**config.mk**
```make
export PLATFORM = sky130hd
export DESIGN_NAME = number_rom_arbiter
export DESIGN_NICKNAME = d
export VERILOG_FILES = /design/src/rtl/number_rom_pkg.sv /design/src/rtl/number_rom_arbiter_rr_picker.sv /design/src/rtl/number_rom_arbiter.sv
export SDC_FILE = /design/constraint.sdc
export NUM_CORES = 1
export LEC_CHECK = 0
export ABC_AREA = 1
export CAP_MARGIN = 30
export CORE_MARGIN = 10
export CORE_UTILIZATION = 45
export CTS_BUF_LIST = sky130_fd_sc_hd__clkbuf_8 sky130_fd_sc_hd__clkbuf_16
export DETAILED_ROUTE_END_ITERATION = 6
export DONT_BUFFER_PORTS = 1
export GPL_ROUTABILITY_DRIVEN = 0
export MAX_ROUTING_LAYER = met4
export PLACE_DENSITY = 0.71
export SKIP_CTS_REPAIR_TIMING = 1
export SLEW_MARGIN = 10
export SYNTH_ARGS = -nofsm -noshare
export SYNTH_HDL_FRONTEND = slang
export SYNTH_SLANG_ARGS = --single-unit
```
**constraint.sdc**
```tcl
create_clock -name clk -period 3.1 [get_ports clk]
set_input_delay 0.31 -clock clk [delete_from_list [all_inputs] [get_ports clk]]
set_output_delay 0.31 -clock clk [all_outputs]
set_load 0.01 [all_outputs]
```
**src/rtl/number_rom_pkg.sv**
```systemverilog
// Shared constants for the number ROM and its clients (arbiter, ROM
// instances, digit renderers), plus the requester-ID width helper.
package number_rom_pkg;

  localparam int NUMBER_ROM_ADDR_WIDTH = 10;
  localparam int NUMBER_ROM_DATA_WIDTH = 12;
  localparam int NUMBER_ROM_SIZE       = 1000;

  // Width of an index able to name n requesters, never less than one bit.
  function automatic int id_width(input int n);
    return (n <= 2) ? 1 : $clog2(n);
  endfunction

endpackage

```
**src/rtl/number_rom_arbiter_rr_picker.sv**
```systemverilog
// rr_picker: combinational round-robin picker.
// Scans req starting one past 'last' (modulo NUM_REQ) and selects the first
// asserted bit.
//   req       in  NUM_REQ  request vector
//   last      in  ID_W     index granted most recently
//   grant     out NUM_REQ  one-hot grant (all zero when no request)
//   grant_idx out ID_W     index of the granted requester
//   any       out 1        some request is asserted
module rr_picker #(
  parameter int NUM_REQ = 3,
  parameter int ID_W    = 2
) (
  input  logic [NUM_REQ-1:0] req,
  input  logic [ID_W-1:0]    last,
  output logic [NUM_REQ-1:0] grant,
  output logic [ID_W-1:0]    grant_idx,
  output logic               any
);

  logic [ID_W-1:0] idx;

  always_comb begin
    grant     = '0;
    grant_idx = '0;
    any       = 1'b0;
    idx       = '0;
    for (int off = 1; off <= NUM_REQ; off++) begin
      idx = ID_W'((int'(last) + off) % NUM_REQ);
      if (!any && req[idx]) begin
        any         = 1'b1;
        grant[idx]  = 1'b1;
        grant_idx   = idx;
      end
    end
  end

endmodule

```
**src/rtl/number_rom_arbiter.sv**
```systemverilog
// number_rom_arbiter: round-robin sharing of the single-port, 1-cycle-latency
// number ROM between NUM_REQ pixel-fetch requesters.
//   clk       in  1                   clock, rising edge
//   reset     in  1                   asynchronous active-high reset
//   req_valid in  NUM_REQ             per-requester request
//   req_addr  in  NUM_REQ*ADDR_WIDTH  flattened request addresses
//   req_ready out NUM_REQ             one-hot combinational grant
//   rom_addr  out ADDR_WIDTH          registered ROM address
//   rom_data  in  DATA_WIDTH          ROM read data (one cycle after rom_addr)
//   rsp_valid out 1                   response strobe
//   rsp_id    out ID_W                requester index of the response
//   rsp_data  out DATA_WIDTH          ROM word, 0 on error
//   rsp_err   out 1                   request address was out of range
module number_rom_arbiter
  import number_rom_pkg::*;
#(
  parameter int  NUM_REQ    = 3,
  parameter int  ADDR_WIDTH = NUMBER_ROM_ADDR_WIDTH,
  parameter int  DATA_WIDTH = NUMBER_ROM_DATA_WIDTH,
  parameter int  ROM_SIZE   = NUMBER_ROM_SIZE,
  localparam int ID_W       = id_width(NUM_REQ)
) (
  input  logic                          clk,
  input  logic                          reset,
  input  logic [NUM_REQ-1:0]            req_valid,
  input  logic [NUM_REQ*ADDR_WIDTH-1:0] req_addr,
  output logic [NUM_REQ-1:0]            req_ready,
  output logic [ADDR_WIDTH-1:0]         rom_addr,
  input  logic [DATA_WIDTH-1:0]         rom_data,
  output logic                          rsp_valid,
  output logic [ID_W-1:0]               rsp_id,
  output logic [DATA_WIDTH-1:0]         rsp_data,
  output logic                          rsp_err
);

  function automatic logic out_of_range(input logic [ADDR_WIDTH-1:0] a);
    return 32'(a) >= 32'(ROM_SIZE);
  endfunction

  logic [NUM_REQ-1:0]    grant;
  logic [ID_W-1:0]       grant_idx;
  logic [ID_W-1:0]       last_grant;
  logic                  any;
  logic                  accept;
  logic [ADDR_WIDTH-1:0] sel_addr;
  logic                  range_err;

  logic                  vld_p1, err_p1;
  logic [ID_W-1:0]       id_p1;
  logic                  vld_p2, err_p2;
  logic [ID_W-1:0]       id_p2;

  rr_picker #(
    .NUM_REQ (NUM_REQ),
    .ID_W    (ID_W)
  ) u_picker (
    .req       (req_valid),
    .last      (last_grant),
    .grant     (grant),
    .grant_idx (grant_idx),
    .any       (any)
  );

  // The grant only ever names a valid requester, so any grant is an accept.
  assign req_ready = reset ? '0 : grant;
  assign accept    = any & ~reset;

  always_comb begin
    sel_addr = '0;
    for (int i = 0; i < NUM_REQ; i++) begin
      if (grant_idx == ID_W'(i)) sel_addr = req_addr[i*ADDR_WIDTH +: ADDR_WIDTH];
    end
  end

  assign range_err = out_of_range(sel_addr);

  // Stage 1: accept edge, address onto the ROM bus
  // Stage 2: ROM word registered, tags follow
  always_ff @(posedge clk or posedge reset) begin
    if (reset) begin
      last_grant <= ID_W'(NUM_REQ - 1);
      rom_addr   <= '0;
      vld_p1     <= 1'b0;
      id_p1      <= '0;
      err_p1     <= 1'b0;
      vld_p2     <= 1'b0;
      id_p2      <= '0;
      err_p2     <= 1'b0;
    end else begin
      vld_p1 <= accept;
      err_p1 <= accept & range_err;
      if (accept) begin
        last_grant <= grant_idx;
        id_p1      <= grant_idx;
        // Out-of-range reads are parked on address 0; the data is discarded.
        rom_addr   <= range_err ? '0 : sel_addr;
      end
      vld_p2 <= vld_p1;
      id_p2  <= id_p1;
      err_p2 <= err_p1;
    end
  end

  // Response: ROM data is qualified by the stage-2 valid so idle cycles read 0.
  assign rsp_valid = vld_p2;
  assign rsp_id    = id_p2;
  assign rsp_err   = err_p2;
  assign rsp_data  = (vld_p2 && !err_p2) ? rom_data : '0;

endmodule

```
==> implementation parameters <==
Parameter                              Value

Run status
  Run status ... completed

Synthesis
  Netlist cell types ... 31
  Synth warn ... 0
  Sequential fraction of the synthesis area ... 30.8%
  Gate count after technology mapping ... 217
  Biggest area contributors in the synthesized netlist ... sky130_fd_sc_hd__dfrtp_1 (29%), sky130_fd_sc_hd__nand2_1 (13%), sky130_fd_sc_hd__inv_1 (8.0%)
  Share of the synthesized area in the top cell type ... 29.1%
  Mean instance size in the synthesized netlist ... 7.14 um^2
  Library cell occupying the most area in the post-synthesis netlist ... sky130_fd_sc_hd__dfrtp_1
  Number of nets produced by synthesis ... 268
  Area of the mapped netlist ... 1550 um^2
  Synthesized flop and latch total ... 19

Global route
  Pin count of the biggest net entering global routing ... 21
  Via count of the first global-routing pass ... 1276
  Wire length of the first global-routing pass ... 6000 um
  Residual overflow from global routing ... 0
  GRT Resource Usage Total ... 11.8%
  Antenna violations before repair ... 0

Routing
  Average vias per placed instance ... 5.03
  DR WL met2 ... 1660 um
  Total length of routed met3 wires ... 439 um
  Post-Route WL ... 3750 um
  Average routed wire per standard cell ... 14.1 um
  Via count ... 1339
  DRC ... 0
  Number of design-rule violations left by the first detailed-router iteration ... 45
  Top routing layer used ... met4
  M1 WL ... 1630 um
  First-pass DRT Iterations ... 5
  Remaining antenna violation count after routing ... 0

STA
  Clock period minus final worst setup slack ... 2.78 ns
  Count of endpoints failing hold in the final timing report ... 0
  Worst Clk Skew ... 0.000988 ns
  Max Clk Rate ... 359 MHz
  Final max-slew violation count ... 0
  Max transition margin ... 70.0%
  Setup repair after global routing missed its margin ... false
  Least-Margin Pin Slew ... 0.450 ns
  Setup tns final ... 0 ns
  Portion of the clock cycle consumed by the worst path in the final layout ... 89.8%
  Final setup fails ... 0

Clocking
  CTS tree ... done
  Clock latency of the later-clocked register in the worst-skew pair ... 0.25 ns
  Clock Path Buffers ... 2
  H-tree Lvls ... 1
  Clock transition at the registers of the reported paths ... 0.07 ns
  Total CTS buffers ... 3
  Number of clock sinks ... 19
  Clock Root Buffer ... sky130_fd_sc_hd__clkbuf_8

Die
  Die Span Y ... 78.7 um
  Core box area ... 3340 um^2
  IO Pins ... 76
  Effective utilization at floorplan ... 46.5%
  Number of rows in the core area ... 21
  Die Area ... 6190 um^2
  DIE WIDTH ... 78.7 um

Final layout
  Antenna Cells ... 0
  Syn-to-layout area delta ... 6.70%
  Final core occ ... 49.6%
  Layout net count ... 272
  Filler cells ... 330
  Fraction of final layout cells sized beyond drive strength 1 ... 23.2%

Flow run
  Max-cap violation count ... 0

Setup path
  Kind of cell adding the most delay to the critical path ... simple AND/OR/NAND/NOR gates
  Worst path cell trace ... inv_1, ha_1, inv_1, nand2_1, nand3_2, nand2_4, nand2_2, nand2_2, nand2_2, nand2_4, nand2_1, nand3_1, nand2_1, nor2_2, nand2_2, nor2_8, a21oi_2
  Slowest-stage cell, CP ... sky130_fd_sc_hd__dfstp_2
  Maximum fanout along the worst path ... 11
  Maximum cell stage delay along the critical path ... 0.55 ns
  Classification of the worst setup path ... reg -> reg
  Startpoint types ... register
  Data arrival time of the critical path ... 2.91 ns
  Buffering stage count on the worst path with inverters included ... 2
  Critical path data required time ... 3.23 ns
  Cell mode on critical path ... sky130_fd_sc_hd__nand2_2
  Type of element capturing the critical path ... register

Power
  Peak ir drop on the vdd network ... 0.000523 V
  Leakage power ... 0.000882 uW
  Overall power ... 1960 uW
  Power density relative to cell area ... 1190 nW/um^2

Placement
  Placed wire-length estimate after detailed placement ... 3120 um
  Count of input and output buffers ... 0

Hold path
  HP Class ... in -> reg
## final cells by class
cell class / instances / area [um^2] / share of cell area (%)
Multi-Input combinational cell: 157 / 911 / 55.1
Sequential cell: 19 / 477 / 28.8
Inverter: 37 / 139 / 8.40
Tap cell: 46 / 57.6 / 3.48
Clock buffer: 3 / 41.3 / 2.50
Timing Repair Buffer: 3 / 25.0 / 1.51
Clock inverter: 1 / 3.75 / 0.227
## flip-flops by register name, indices dropped and copies added (netlist names)
register and flops:
last_grant 2, err_p1 1, vld_p1 1, rom_addr 10, rsp_err 1, id_p1 1, rsp_id 2, rsp_valid 1
## worst paths after layout
check	from	depth (start not counted)	slack [ns]	to
setup / recovery	last_grant[1]$_DFFE_PP1P_	17	0.32	rom_addr[4]$_DFFE_PP0P_
hold / removal	req_addr[22]	4	0.31	rom_addr[2]$_DFFE_PP0P_
setup reg to reg	last_grant[1]$_DFFE_PP1P_	17	0.32	rom_addr[4]$_DFFE_PP0P_
hold reg to reg	vld_p1$_DFF_PP0_	0	0.35	rsp_valid$_DFF_PP0_
max in group asynchronous	reset	3	2.29	last_grant[1]$_DFFE_PP1P_
min in group asynchronous	reset	3	0.56	rom_addr[3]$_DFFE_PP0P_
## cell usage after synthesis (all sizes together)
library cell and number:
a21oi 4, or2 4, o21ai 12, nand3 23, o22ai 1, nand4 4, a22oi 3, nor2 28
buf 2, a31oi 1, dfrtp 18, ha 4, nor3 2, o21bai 1, clkinv 1, dfstp 1
nand2 70, inv 36, clkbuf 2
## worst min-delay path: stages
cell and delay [ns]:
sky130_fd_sc_hd__nand2_1 0.04, sky130_fd_sc_hd__nand2_1 0.05, sky130_fd_sc_hd__nand2_1 0.07, sky130_fd_sc_hd__o21ai_2 0.05
## cells in the final DEF (no fill, tap or decap), types with 2 or more instances in the layout
| cell | n |
|---|---|
| sky130_fd_sc_hd__inv_2 | 3 |
| sky130_fd_sc_hd__nand3_2 | 5 |
| sky130_fd_sc_hd__a22oi_1 | 3 |
| sky130_fd_sc_hd__nor2_1 | 20 |
| sky130_fd_sc_hd__buf_4 | 2 |
| sky130_fd_sc_hd__nand3_1 | 18 |
| sky130_fd_sc_hd__nor3_1 | 2 |
| sky130_fd_sc_hd__o21ai_2 | 9 |
| sky130_fd_sc_hd__clkbuf_8 | 3 |
| sky130_fd_sc_hd__nand2_2 | 14 |
| sky130_fd_sc_hd__o21ai_0 | 2 |
| sky130_fd_sc_hd__inv_1 | 34 |
| sky130_fd_sc_hd__nand4_1 | 3 |
| sky130_fd_sc_hd__a21oi_1 | 3 |
| sky130_fd_sc_hd__nor2_2 | 4 |
| sky130_fd_sc_hd__nor2_4 | 3 |
| sky130_fd_sc_hd__or2_1 | 4 |
| sky130_fd_sc_hd__nand2_1 | 53 |
| sky130_fd_sc_hd__dfrtp_1 | 18 |
| sky130_fd_sc_hd__ha_1 | 4 |
| sky130_fd_sc_hd__nand2_4 | 3 |
## metrics by stage
step / hold WS [ns] / instance area (um^2) / setup WS, ns / instances
2_1_floorplan: 0.269 / 1550 / 0.728 / 217
3_3_place_gp: 0.236 / 1600 / 0.369 / 261
3_5_place_dp: 0.238 / 1600 / 0.321 / 261
4_1_cts: -0.0328 / 1640 / 0.309 / 265
5_1_grt: 0.343 / 1650 / 0.0699 / 266
6_report: 0.315 / 1650 / 0.317 / 266
## where the power goes
group / internal (uW) / total [uW] / switching, uW / leakage, uW
sequential: 356 / 469 / 114 / 0.000237
combinational: 444 / 1330 / 883 / 0.000618
clock: 87.8 / 164 / 76.3 / 0.0000269
total: 888 / 1960 / 1070 / 0.000882
## layer usage
metal / track usage (%) / up-vias
met5: - / -
met4: 3.76 / 0
met3: 4.50 / 2
met2: 17.3 / 56
met1: 14.6 / 596
li1: - / 685
## logic make-up (layout without fill, tap and decap cells)
group | Yosys count | count (layout) | share of synthesized area (%)
compound gates | 22 | 22 | 11.1
fa+ha+maj | 4 | 4 | 3.23
buf+inv | 41 | 44 | 10.5
flops | 19 | 19 | 30.8
simple gates | 131 | 131 | 44.5
No activity file was read; power rests on OpenSTA's default activity.
